$ cat src/rtl/bram_arbiter_pkg.sv
// Shared arbiter types: FSM states, grant encoding and the request payload.
package bram_arbiter_pkg;
  localparam int unsigned ADDR_W = 32;
  localparam int unsigned DATA_W = 32;
  localparam int unsigned STRB_W = 4;

  typedef enum logic [1:0] {
    ST_IDLE  = 2'd0,
    ST_ACT_I = 2'd1,
    ST_ACT_D = 2'd2,
    ST_ERR   = 2'd3
  } arb_state_e;

  typedef enum logic {
    GRANT_I = 1'b0,
    GRANT_D = 1'b1
  } grant_e;

  typedef struct packed {
    logic [ADDR_W-1:0] addr;
    logic [DATA_W-1:0] wdata;
    logic [STRB_W-1:0] wstrb;
  } mem_req_t;

  // Unsigned half-open window test: base <= addr < top.
  function automatic logic in_window(input logic [ADDR_W-1:0] addr,
                                     input logic [ADDR_W-1:0] base,
                                     input logic [ADDR_W-1:0] top);
    return (addr >= base) && (addr < top);
  endfunction
endpackage

$ cat src/rtl/configure.sv
// Platform memory map shared by the core's memory-side blocks.
package configure;
  localparam logic [31:0] bram_base_addr = 32'h0000_0000;
  localparam logic [31:0] bram_top_addr  = 32'h0010_0000;
endpackage

$ cat src/rtl/bram_arbiter_if.sv
// Fetch, load/store and BRAM-side signals of the BRAM port arbiter.
interface bram_arbiter_if;
  import bram_arbiter_pkg::*;

  logic              imem_valid;
  logic [ADDR_W-1:0] imem_addr;
  logic [DATA_W-1:0] imem_rdata;
  logic              imem_ready;

  logic              dmem_valid;
  logic [ADDR_W-1:0] dmem_addr;
  logic [DATA_W-1:0] dmem_wdata;
  logic [STRB_W-1:0] dmem_wstrb;
  logic [DATA_W-1:0] dmem_rdata;
  logic              dmem_ready;

  logic              bram_valid;
  logic              bram_instr;
  logic [ADDR_W-1:0] bram_addr;
  logic [DATA_W-1:0] bram_wdata;
  logic [STRB_W-1:0] bram_wstrb;
  logic [DATA_W-1:0] bram_rdata;
  logic              bram_ready;

  // Arbiter side.
  modport slave (
    input  imem_valid, imem_addr,
    output imem_rdata, imem_ready,
    input  dmem_valid, dmem_addr, dmem_wdata, dmem_wstrb,
    output dmem_rdata, dmem_ready,
    output bram_valid, bram_instr, bram_addr, bram_wdata, bram_wstrb,
    input  bram_rdata, bram_ready
  );

  // Core and BRAM environment side.
  modport master (
    output imem_valid, imem_addr,
    input  imem_rdata, imem_ready,
    output dmem_valid, dmem_addr, dmem_wdata, dmem_wstrb,
    input  dmem_rdata, dmem_ready,
    input  bram_valid, bram_instr, bram_addr, bram_wdata, bram_wstrb,
    output bram_rdata, bram_ready
  );
endinterface

$ cat src/rtl/bram_arbiter.sv
// Round-robin arbiter giving fetch and load/store one outstanding BRAM access
// at a time; out-of-window requests get a local zero-data response.
module bram_arbiter
  import bram_arbiter_pkg::*;
#(
  parameter logic [ADDR_W-1:0] base_addr = configure::bram_base_addr,
  parameter logic [ADDR_W-1:0] top_addr  = configure::bram_top_addr
) (
  input logic           clock,
  input logic           reset,
  bram_arbiter_if.slave bus
);

  arb_state_e state_q, state_d;
  grant_e     last_grant_q, last_grant_d;
  logic       i_pend_q, i_pend_d;
  logic       d_pend_q, d_pend_d;
  mem_req_t   i_req_q, i_req_d;
  mem_req_t   d_req_q, d_req_d;
  logic       bram_valid_q, bram_valid_d;
  logic       bram_instr_q, bram_instr_d;
  mem_req_t   bram_req_q, bram_req_d;

  logic       done_c;
  grant_e     grant_c;
  mem_req_t   sel_req_c;

  always_ff @(posedge clock or negedge reset) begin
    if (!reset) begin
      state_q      <= ST_IDLE;
      last_grant_q <= GRANT_I;
      i_pend_q     <= 1'b0;
      d_pend_q     <= 1'b0;
      i_req_q      <= '0;
      d_req_q      <= '0;
      bram_valid_q <= 1'b0;
      bram_instr_q <= 1'b0;
      bram_req_q   <= '0;
    end else begin
      state_q      <= state_d;
      last_grant_q <= last_grant_d;
      i_pend_q     <= i_pend_d;
      d_pend_q     <= d_pend_d;
      i_req_q      <= i_req_d;
      d_req_q      <= d_req_d;
      bram_valid_q <= bram_valid_d;
      bram_instr_q <= bram_instr_d;
      bram_req_q   <= bram_req_d;
    end
  end

  always_comb begin
    state_d      = state_q;
    last_grant_d = last_grant_q;
    i_pend_d     = i_pend_q;
    d_pend_d     = d_pend_q;
    i_req_d      = i_req_q;
    d_req_d      = d_req_q;
    bram_valid_d = 1'b0;
    bram_instr_d = bram_instr_q;
    bram_req_d   = bram_req_q;
    done_c       = 1'b0;
    grant_c      = GRANT_I;
    sel_req_c    = '0;

    unique case (state_q)
      ST_ACT_I, ST_ACT_D: done_c = bus.bram_ready;
      ST_ERR:             done_c = 1'b1;
      default:            done_c = 1'b0;
    endcase

    // Capture only into an empty slot; pulses on an outstanding port are dropped.
    if (bus.imem_valid && !i_pend_q) begin
      i_pend_d = 1'b1;
      i_req_d  = '{addr: bus.imem_addr, wdata: '0, wstrb: '0};
    end
    if (bus.dmem_valid && !d_pend_q) begin
      d_pend_d = 1'b1;
      d_req_d  = '{addr: bus.dmem_addr, wdata: bus.dmem_wdata, wstrb: bus.dmem_wstrb};
    end

    // The slot of the port being answered retires in its completion cycle.
    if (done_c) begin
      if (last_grant_q == GRANT_I) i_pend_d = 1'b0;
      else                         d_pend_d = 1'b0;
    end

    // Post-update pending flags are exactly this cycle's candidates.
    if ((state_q == ST_IDLE) || done_c) begin
      state_d = ST_IDLE;
      if (i_pend_d || d_pend_d) begin
        if (i_pend_d && d_pend_d)
          grant_c = (last_grant_q == GRANT_I) ? GRANT_D : GRANT_I;
        else
          grant_c = d_pend_d ? GRANT_D : GRANT_I;
        last_grant_d = grant_c;
        sel_req_c    = (grant_c == GRANT_D) ? d_req_d : i_req_d;
        if (in_window(sel_req_c.addr, base_addr, top_addr)) begin
          bram_valid_d = 1'b1;
          bram_instr_d = (grant_c == GRANT_I);
          bram_req_d   = sel_req_c;
          state_d      = (grant_c == GRANT_I) ? ST_ACT_I : ST_ACT_D;
        end else begin
          state_d = ST_ERR;
        end
      end
    end
  end

  // Completions are combinational so the requester sees them with bram_ready.
  assign bus.imem_ready = ((state_q == ST_ACT_I) && bus.bram_ready) ||
                          ((state_q == ST_ERR) && (last_grant_q == GRANT_I));
  assign bus.dmem_ready = ((state_q == ST_ACT_D) && bus.bram_ready) ||
                          ((state_q == ST_ERR) && (last_grant_q == GRANT_D));
  assign bus.imem_rdata = ((state_q == ST_ACT_I) && bus.bram_ready) ? bus.bram_rdata : '0;
  assign bus.dmem_rdata = ((state_q == ST_ACT_D) && bus.bram_ready) ? bus.bram_rdata : '0;

  assign bus.bram_valid = bram_valid_q;
  assign bus.bram_instr = bram_instr_q;
  assign bus.bram_addr  = bram_req_q.addr;
  assign bus.bram_wdata = bram_req_q.wdata;
  assign bus.bram_wstrb = bram_req_q.wstrb;

endmodule

$ cat src/flat_wrapper.sv
// flat-port wrapper written by rule: the top's interface ports become plain ports
module bram_arbiter_flat import bram_arbiter_pkg::*;
#(
  parameter logic [ADDR_W-1:0] base_addr = configure::bram_base_addr,
  parameter logic [ADDR_W-1:0] top_addr  = configure::bram_top_addr
)
  (clock, reset, bus_imem_valid, bus_imem_addr, bus_imem_rdata, bus_imem_ready, bus_dmem_valid, bus_dmem_addr, bus_dmem_wdata, bus_dmem_wstrb, bus_dmem_rdata, bus_dmem_ready, bus_bram_valid, bus_bram_instr, bus_bram_addr, bus_bram_wdata, bus_bram_wstrb, bus_bram_rdata, bus_bram_ready);
  bram_arbiter_if bus_i ();
  input logic clock;
  input logic reset;
  input wire logic [$bits(bus_i.imem_valid)-1:0] bus_imem_valid;
  input wire logic [$bits(bus_i.imem_addr)-1:0] bus_imem_addr;
  output wire logic [$bits(bus_i.imem_rdata)-1:0] bus_imem_rdata;
  output wire logic [$bits(bus_i.imem_ready)-1:0] bus_imem_ready;
  input wire logic [$bits(bus_i.dmem_valid)-1:0] bus_dmem_valid;
  input wire logic [$bits(bus_i.dmem_addr)-1:0] bus_dmem_addr;
  input wire logic [$bits(bus_i.dmem_wdata)-1:0] bus_dmem_wdata;
  input wire logic [$bits(bus_i.dmem_wstrb)-1:0] bus_dmem_wstrb;
  output wire logic [$bits(bus_i.dmem_rdata)-1:0] bus_dmem_rdata;
  output wire logic [$bits(bus_i.dmem_ready)-1:0] bus_dmem_ready;
  output wire logic [$bits(bus_i.bram_valid)-1:0] bus_bram_valid;
  output wire logic [$bits(bus_i.bram_instr)-1:0] bus_bram_instr;
  output wire logic [$bits(bus_i.bram_addr)-1:0] bus_bram_addr;
  output wire logic [$bits(bus_i.bram_wdata)-1:0] bus_bram_wdata;
  output wire logic [$bits(bus_i.bram_wstrb)-1:0] bus_bram_wstrb;
  input wire logic [$bits(bus_i.bram_rdata)-1:0] bus_bram_rdata;
  input wire logic [$bits(bus_i.bram_ready)-1:0] bus_bram_ready;
  assign bus_i.imem_valid = bus_imem_valid;
  assign bus_i.imem_addr = bus_imem_addr;
  assign bus_imem_rdata = bus_i.imem_rdata;
  assign bus_imem_ready = bus_i.imem_ready;
  assign bus_i.dmem_valid = bus_dmem_valid;
  assign bus_i.dmem_addr = bus_dmem_addr;
  assign bus_i.dmem_wdata = bus_dmem_wdata;
  assign bus_i.dmem_wstrb = bus_dmem_wstrb;
  assign bus_dmem_rdata = bus_i.dmem_rdata;
  assign bus_dmem_ready = bus_i.dmem_ready;
  assign bus_bram_valid = bus_i.bram_valid;
  assign bus_bram_instr = bus_i.bram_instr;
  assign bus_bram_addr = bus_i.bram_addr;
  assign bus_bram_wdata = bus_i.bram_wdata;
  assign bus_bram_wstrb = bus_i.bram_wstrb;
  assign bus_i.bram_rdata = bus_bram_rdata;
  assign bus_i.bram_ready = bus_bram_ready;
  bram_arbiter #(.base_addr(base_addr), .top_addr(top_addr)) u_core (.clock(clock), .reset(reset), .bus(bus_i));
endmodule
$ cat config.mk
export PLATFORM = sky130hd
export DESIGN_NAME = bram_arbiter_flat
export DESIGN_NICKNAME = d
export VERILOG_FILES = /design/src/rtl/bram_arbiter_pkg.sv /design/src/rtl/configure.sv /design/src/rtl/bram_arbiter_if.sv /design/src/rtl/bram_arbiter.sv /design/src/flat_wrapper.sv
export SDC_FILE = /design/constraint.sdc
export NUM_CORES = 1
export LEC_CHECK = 0
export BUFFER_PORTS_ARGS = -buffer_cell sky130_fd_sc_hd__buf_4
export CAP_MARGIN = 5
export CORE_ASPECT_RATIO = 1.2
export CORE_MARGIN = 10
export CORE_UTILIZATION = 50
export DETAILED_ROUTE_END_ITERATION = 7
export PLACE_DENSITY = 0.75
export SYNTH_ARGS = -nofsm -noshare
export SYNTH_HDL_FRONTEND = slang
export SYNTH_SLANG_ARGS = --single-unit
$ cat constraint.sdc
create_clock -name clock -period 5.3 [get_ports clock]
set_input_delay 0.265 -clock clock [delete_from_list [all_inputs] [get_ports clock]]
set_output_delay 0.265 -clock clock [all_outputs]
set_load 0.005 [all_outputs]
After elaboration in Yosys (flattened, before gate mapping)
Cells that the tools add are included.
{"block": "op_classes", "reduce_logical": 18, "magnitude_cmp": 2, "n_mux": 23, "n_bitwise": 2, "n_eq_ne": 3}
{"cell": "68-bit two-way mux", "count": 3}
{"cell": "32-bit two-way mux", "count": 2}
{"cell": "32-bit by 1-bit greater-or-equal comparator with 1-bit output (second input constant)", "count": 1}
{"cell": "32-bit by 21-bit < comparator with 1-bit output (second input constant)", "count": 1}
{"cell": "1-bit two-way mux", "count": 14}
{"cell": "1-bit logical AND", "count": 8}
{"cell": "2-bit two-way mux", "count": 3}
{"cell": "2-bit equality test (second input constant)", "count": 2}
{"cell": "1-bit logical OR", "count": 4}
{"cell": "3-bit AND reduction", "count": 1}
{"cell": "2-bit by 1-bit equality test with 1-bit output (second input constant)", "count": 1}
{"cell": "1-bit zero test", "count": 2}
{"cell": "2-bit zero test", "count": 1}
{"cell": "1-bit NOT", "count": 2}
{"cell": "1-bit case mux with 2 select lines", "count": 1}
{"cell": "2-bit AND reduction", "count": 1}
{"cell": "2-bit OR reduction", "count": 1}
{"block": "word_totals", "register_bits": 211, "elab_cells": 63, "output_inout_bits": 136, "input_bits": 137}

Longest topological paths before layout
{"block": "depth", "depth_word": 15, "ltp_mapped": 9, "mapped_depth_nobuf": 7}

Worst setup path after synthesis
No wires, ideal clock.
{"block": "synth_timing", "kind": "register to register", "from": "register u_core.state_q[0]", "to": "register u_core.bram_req_q (netlist bit u_core.bus.bram_addr[10])", "stages_incl_launch_ff": 9, "path_buffers": 1, "arrival_time_ps": 2184, "path_slack_ps": 2992, "t_required_ps": 5175, "synth_period_minus_slack_ps": 2308, "setup_ps": 125, "path_cell_list": "dfrtp_1 inv_1 ha_1 a21o_1 a311oi_2 a21oi_1 a22oi_2 buf_2 mux2_2"}
{"block": "synth_between", "elab_chain_len": 12, "elab_cells_between_ends": 20, "cone_classes": "2 x order compare; 3 x eq/ne; 8 x mux; 7 x reduce/logical"}
{"item": "start, declared", "line": "bram_arbiter.sv:14", "source": "arb_state_e state_q, state_d;"}
{"item": "start signal, assigned", "line": "bram_arbiter.sv:40", "source": "state_q <= state_d;"}
{"item": "2-bit equality test / 2-bit by 1-bit equality test with 1-bit output (equally long branches)", "line": "bram_arbiter.sv:66", "source": "unique case (state_q)"}
{"item": "2-bit OR reduction", "line": "bram_arbiter.sv:66"}
{"item": "1-bit case mux with 2 select lines", "line": "bram_arbiter.sv:66"}
{"item": "1-bit two-way mux", "line": "bram_arbiter.sv:83", "source": "if (done_c) begin"}
{"item": "1-bit two-way mux / 1-bit logical AND (equally long branches)", "line": "bram_arbiter.sv:95, bram_arbiter.sv:92"}
{"item": "1-bit two-way mux", "line": "bram_arbiter.sv:92", "source": "if (i_pend_d && d_pend_d)"}
{"item": "1-bit two-way mux", "line": "bram_arbiter.sv:91", "source": "if (i_pend_d || d_pend_d) begin"}
{"item": "1-bit two-way mux", "line": "bram_arbiter.sv:89", "source": "if ((state_q == ST_IDLE) || done_c) begin"}
{"item": "68-bit two-way mux", "line": "bram_arbiter.sv:97", "source": "sel_req_c = (grant_c == GRANT_D) ? d_req_d : i_req_d;"}
{"item": "32-bit by 1-bit greater-or-equal comparator with 1-bit output / 32-bit by 21-bit < comparator with 1-bit output (equally long branches)", "line": "bram_arbiter_pkg.sv:29", "source": "return (addr >= base) && (addr < top);"}
{"item": "1-bit logical AND", "line": "bram_arbiter_pkg.sv:29"}
{"item": "3-bit AND reduction (no source line)"}
{"item": "end signal, assigned", "line": "bram_arbiter.sv:48", "source": "bram_req_q <= bram_req_d;"}
{"item": "end, declared", "line": "bram_arbiter.sv:22", "source": "mem_req_t bram_req_q, bram_req_d;"}
Several ways; a longest one is shown, not always the timed one. The select of a mux whose other input is x is not followed.
A chain may end at the register's enable or synchronous reset.

Worst setup path after layout
{"block": "layout_timing", "from": "register u_core.state_q[0]", "to": "register u_core.bram_req_q (netlist bit u_core.bus.bram_addr[4])"}
The elaborated chain is that of the path after synthesis.

==> impl_metrics.toml <==
[clocking]
cts_tree = "built"
clk_path_buf_depth = 3
cts_inserted_buffers = 21
root_buffer = "clkbuf_16"
post_cts_resize_count = 0
hold_buffers = 1
insertion_delay_ps = 490
cts_setup_buffers = 0
cts_sinks = 211
clk_pin_slew_ps = 60
htree_levels = 1

[timing]
fin_skew_ps = 11.1
slew_headroom = 0.361
min_period_ps = 3240
fin_crit_sh = 0.611
fin_setup_tns_ps = 0
worstMarginPinSlew_ps = 959
rsz0062_at_grt = "no"
fmax_ghz = 0.309
finalSetupViolCount = 0
finalMaxSlewViolations = 0
hold_viol = 0

[yosys]
synth-edff-count = 0
yosysTopAreaCell = "dfrtp_1"
ys_async_sr_fraction = 1.00
yosysWarnings = 0
syn_nets = 855
syn_inst = 714
yosysMostFrequentCell = "dfrtp_1"
synth_area_leaders = "dfrtp_1 59%, mux2_2 15%, mux2i_1 8.0%"
synth_cell_types = 30
ys_seq_area_frac = 0.587
synth_common_cells = "211 x dfrtp_1, 120 x mux2_2, 72 x mux2i_1, 67 x nand2_1, 64 x and3_1"
syn_area_sq_mm = 0.00900
synth.avg_cell_area_sq_um = 12.6
synth_top_cell_area_share = 0.587
synth_top_flop_cell = "dfrtp_1"
synth-seq-cells = 211

[global_routing]
grt_pass1_wl_um = 36100
antenna_found_initial = 0
use_met1 = 0.211
grt_start_max_net_pins = 120
met3_usage = 0.0609
gr-total-overflow = 0
grt_pass1_vias = 6625
busiest_layer = "met2"
grt_use_total = 0.189
use_met2 = 0.340

[critical_path]
endpoint_kind = "flip-flop"
cp_slowest_stage_delay_ps = 840
path_max_fanout = 40
crit_arrival_ps = 3600
worstPathCellList = "inv_1 -> ha_1 -> a21o_1 -> a311o_1 -> a21oi_1 -> a22oi_2 -> buf_4 -> mux2_2"
cpMaxStageDelayCell = "a311o_1"
required_ps = 5670
crit_path_start_kind = "flip-flop"
critPathKind = "flip-flop to flip-flop"
ff2ff_path_depth = 8

[die]
core_area_sq_mm = 0.0176
rows = 53
die_x_um = 142
dieArea_sq_mm = 0.0238
die_h_um = 167
start_util = 0.510
ios = 273

[finish]
fillers = 1390
insertedDiodeCount = 0
drive_gt1_frac = 0.439
layout.nets = 1113
fin_area_sq_mm = 0.0119
syn_to_final_growth_pct = 32.1
layout.cells.non_filler = 1205

[routing]
postRouteAntennaNets = 0
drc = 0
wirelength_um = 23700
drt_iter0_drc = 264
drt_first_pass_iters = 4
vias = 6206
wire_per_inst_um = 19.7
routed_via_density = 5.15

[run_status]
status = "completed"

[pwr]
peakVddDrop_v = 0.000346
p_per_area_mw_per_mm2 = 475
p_leak_uw = 0.00655

[placement]
dp_hpwl_um = 17000
placed_area_sq_mm = 0.0112
gp_congestion = 0.816
port_buffers = 272
place_inst = 1167

[min_path]
hold_class = "primary input to flip-flop"
whs_path_depth = 2

[job]
cap_violations = 0
-- cells in the final DEF, fill, tap and decap left out, types with 3 or more instances in the layout --
cell type  instances
clkbuf_1           7
inv_1             40
and2_1            49
nor2_1             4
clkbuf_8           4
and3_1            64
a22o_1             3
mux2_2           120
mux2i_1           72
nand2_1           67
clkbuf_16         21
buf_4            276
nor4_1            12
a21oi_1            5
ha_1               4
dfrtp_1          211
-- critical path, delay by kind of cell, from the launching register on --
family / cells / cell delay (ps)
flip-flops: 1 / 390
multiplexers: 1 / 410
AO/OA/AOI/OAI: 4 / 1420
adder cells (fa/ha/maj): 1 / 270
buffers and inverters: 2 / 610
-- sequential cells by signal (all words and copies together) (netlist names) --
register               count
u_core.d_req_q            68
u_core.i_req_q            68
u_core.bus.bram_addr      32
u_core.bus.bram_wdata     32
u_core.bus.bram_wstrb      4
u_core.state_q             2
u_core.bus.bram_instr      1
u_core.bus.bram_valid      1
u_core.d_pend_q            1
u_core.i_pend_q            1
u_core.last_grant_q        1
-- final cells by class --
class,instances,area [sq um],share of cell area
Clock buffer,31,593,0.0499
Timing Repair Buffer,280,2130,0.179
Multi-Input combinational cell,418,3390,0.285
Inverter,40,150,0.0126
Clock inverter,5,77.6,0.00652
Sequential cell,211,5280,0.444
Tap cell,220,275,0.0231
-- metrics by stage --
| stage | power, uW | setup WS [ps] | hold WS (ps) | util |
|---|---|---|---|---|
| CTS | 5710 | 2020 | 5.76 | 0.674 |
| finish | 5640 | 2060 | 23.5 | 0.674 |
| floorplan | 3560 | 2990 | -30.6 | - |
| global route | 6000 | 1800 | 1.77 | 0.674 |
| global placement | 4170 | 2120 | 380 | 0.635 |
| detailed placement | 4230 | 2040 | 381 | 0.635 |
-- power by group --
group	leakage (uW)	switching [uW]	internal, uW
Clock	0.000325	588	870
Sequential	0.00253	178	2070
Combinational	0.00370	964	974
Total	0.00655	1730	3910
-- final timing paths --
| path | slack [ps] | to | from |
|---|---|---|---|
| hold reg to reg | 480 | u_core.i_req_q[28]$_DFF_PN0_ | u_core.i_req_q[28]$_DFF_PN0_ |
| hold / removal | 20 | u_core.d_req_q[62]$_DFF_PN0_ | bus_dmem_addr[26] |
| max in group asynchronous | 3780 | u_core.d_req_q[67]$_DFF_PN0_ | reset |
| min in group asynchronous | 390 | u_core.d_req_q[13]$_DFF_PN0_ | reset |
| setup / recovery | 2060 | u_core.bus.bram_addr[4]$_DFFE_PN0P_ | u_core.state_q[0]$_DFFE_PN0P_ |
| setup reg to reg | 2060 | u_core.bus.bram_addr[4]$_DFFE_PN0P_ | u_core.state_q[0]$_DFFE_PN0P_ |
-- kinds of logic after synthesis --
| logic type | Yosys count | share of synthesized area |
|---|---|---|
| flip-flops | 211 | 0.587 |
| AND/OR/NAND/NOR | 202 | 0.121 |
| multiplexers | 192 | 0.230 |
| buffers and inverters | 85 | 0.0393 |
| adder cells (fa/ha/maj) | 4 | 0.00556 |
| AO/OA/AOI/OAI | 20 | 0.0172 |
-- layer usage --
layer / wire, um / vias up
met4: 347 / 0
li1: - / 2938
met5: 0 / -
met1: 8990 / 3022
met3: 2130 / 28
met2: 12300 / 218
Note: power is estimated with default switching activity, not from simulation.
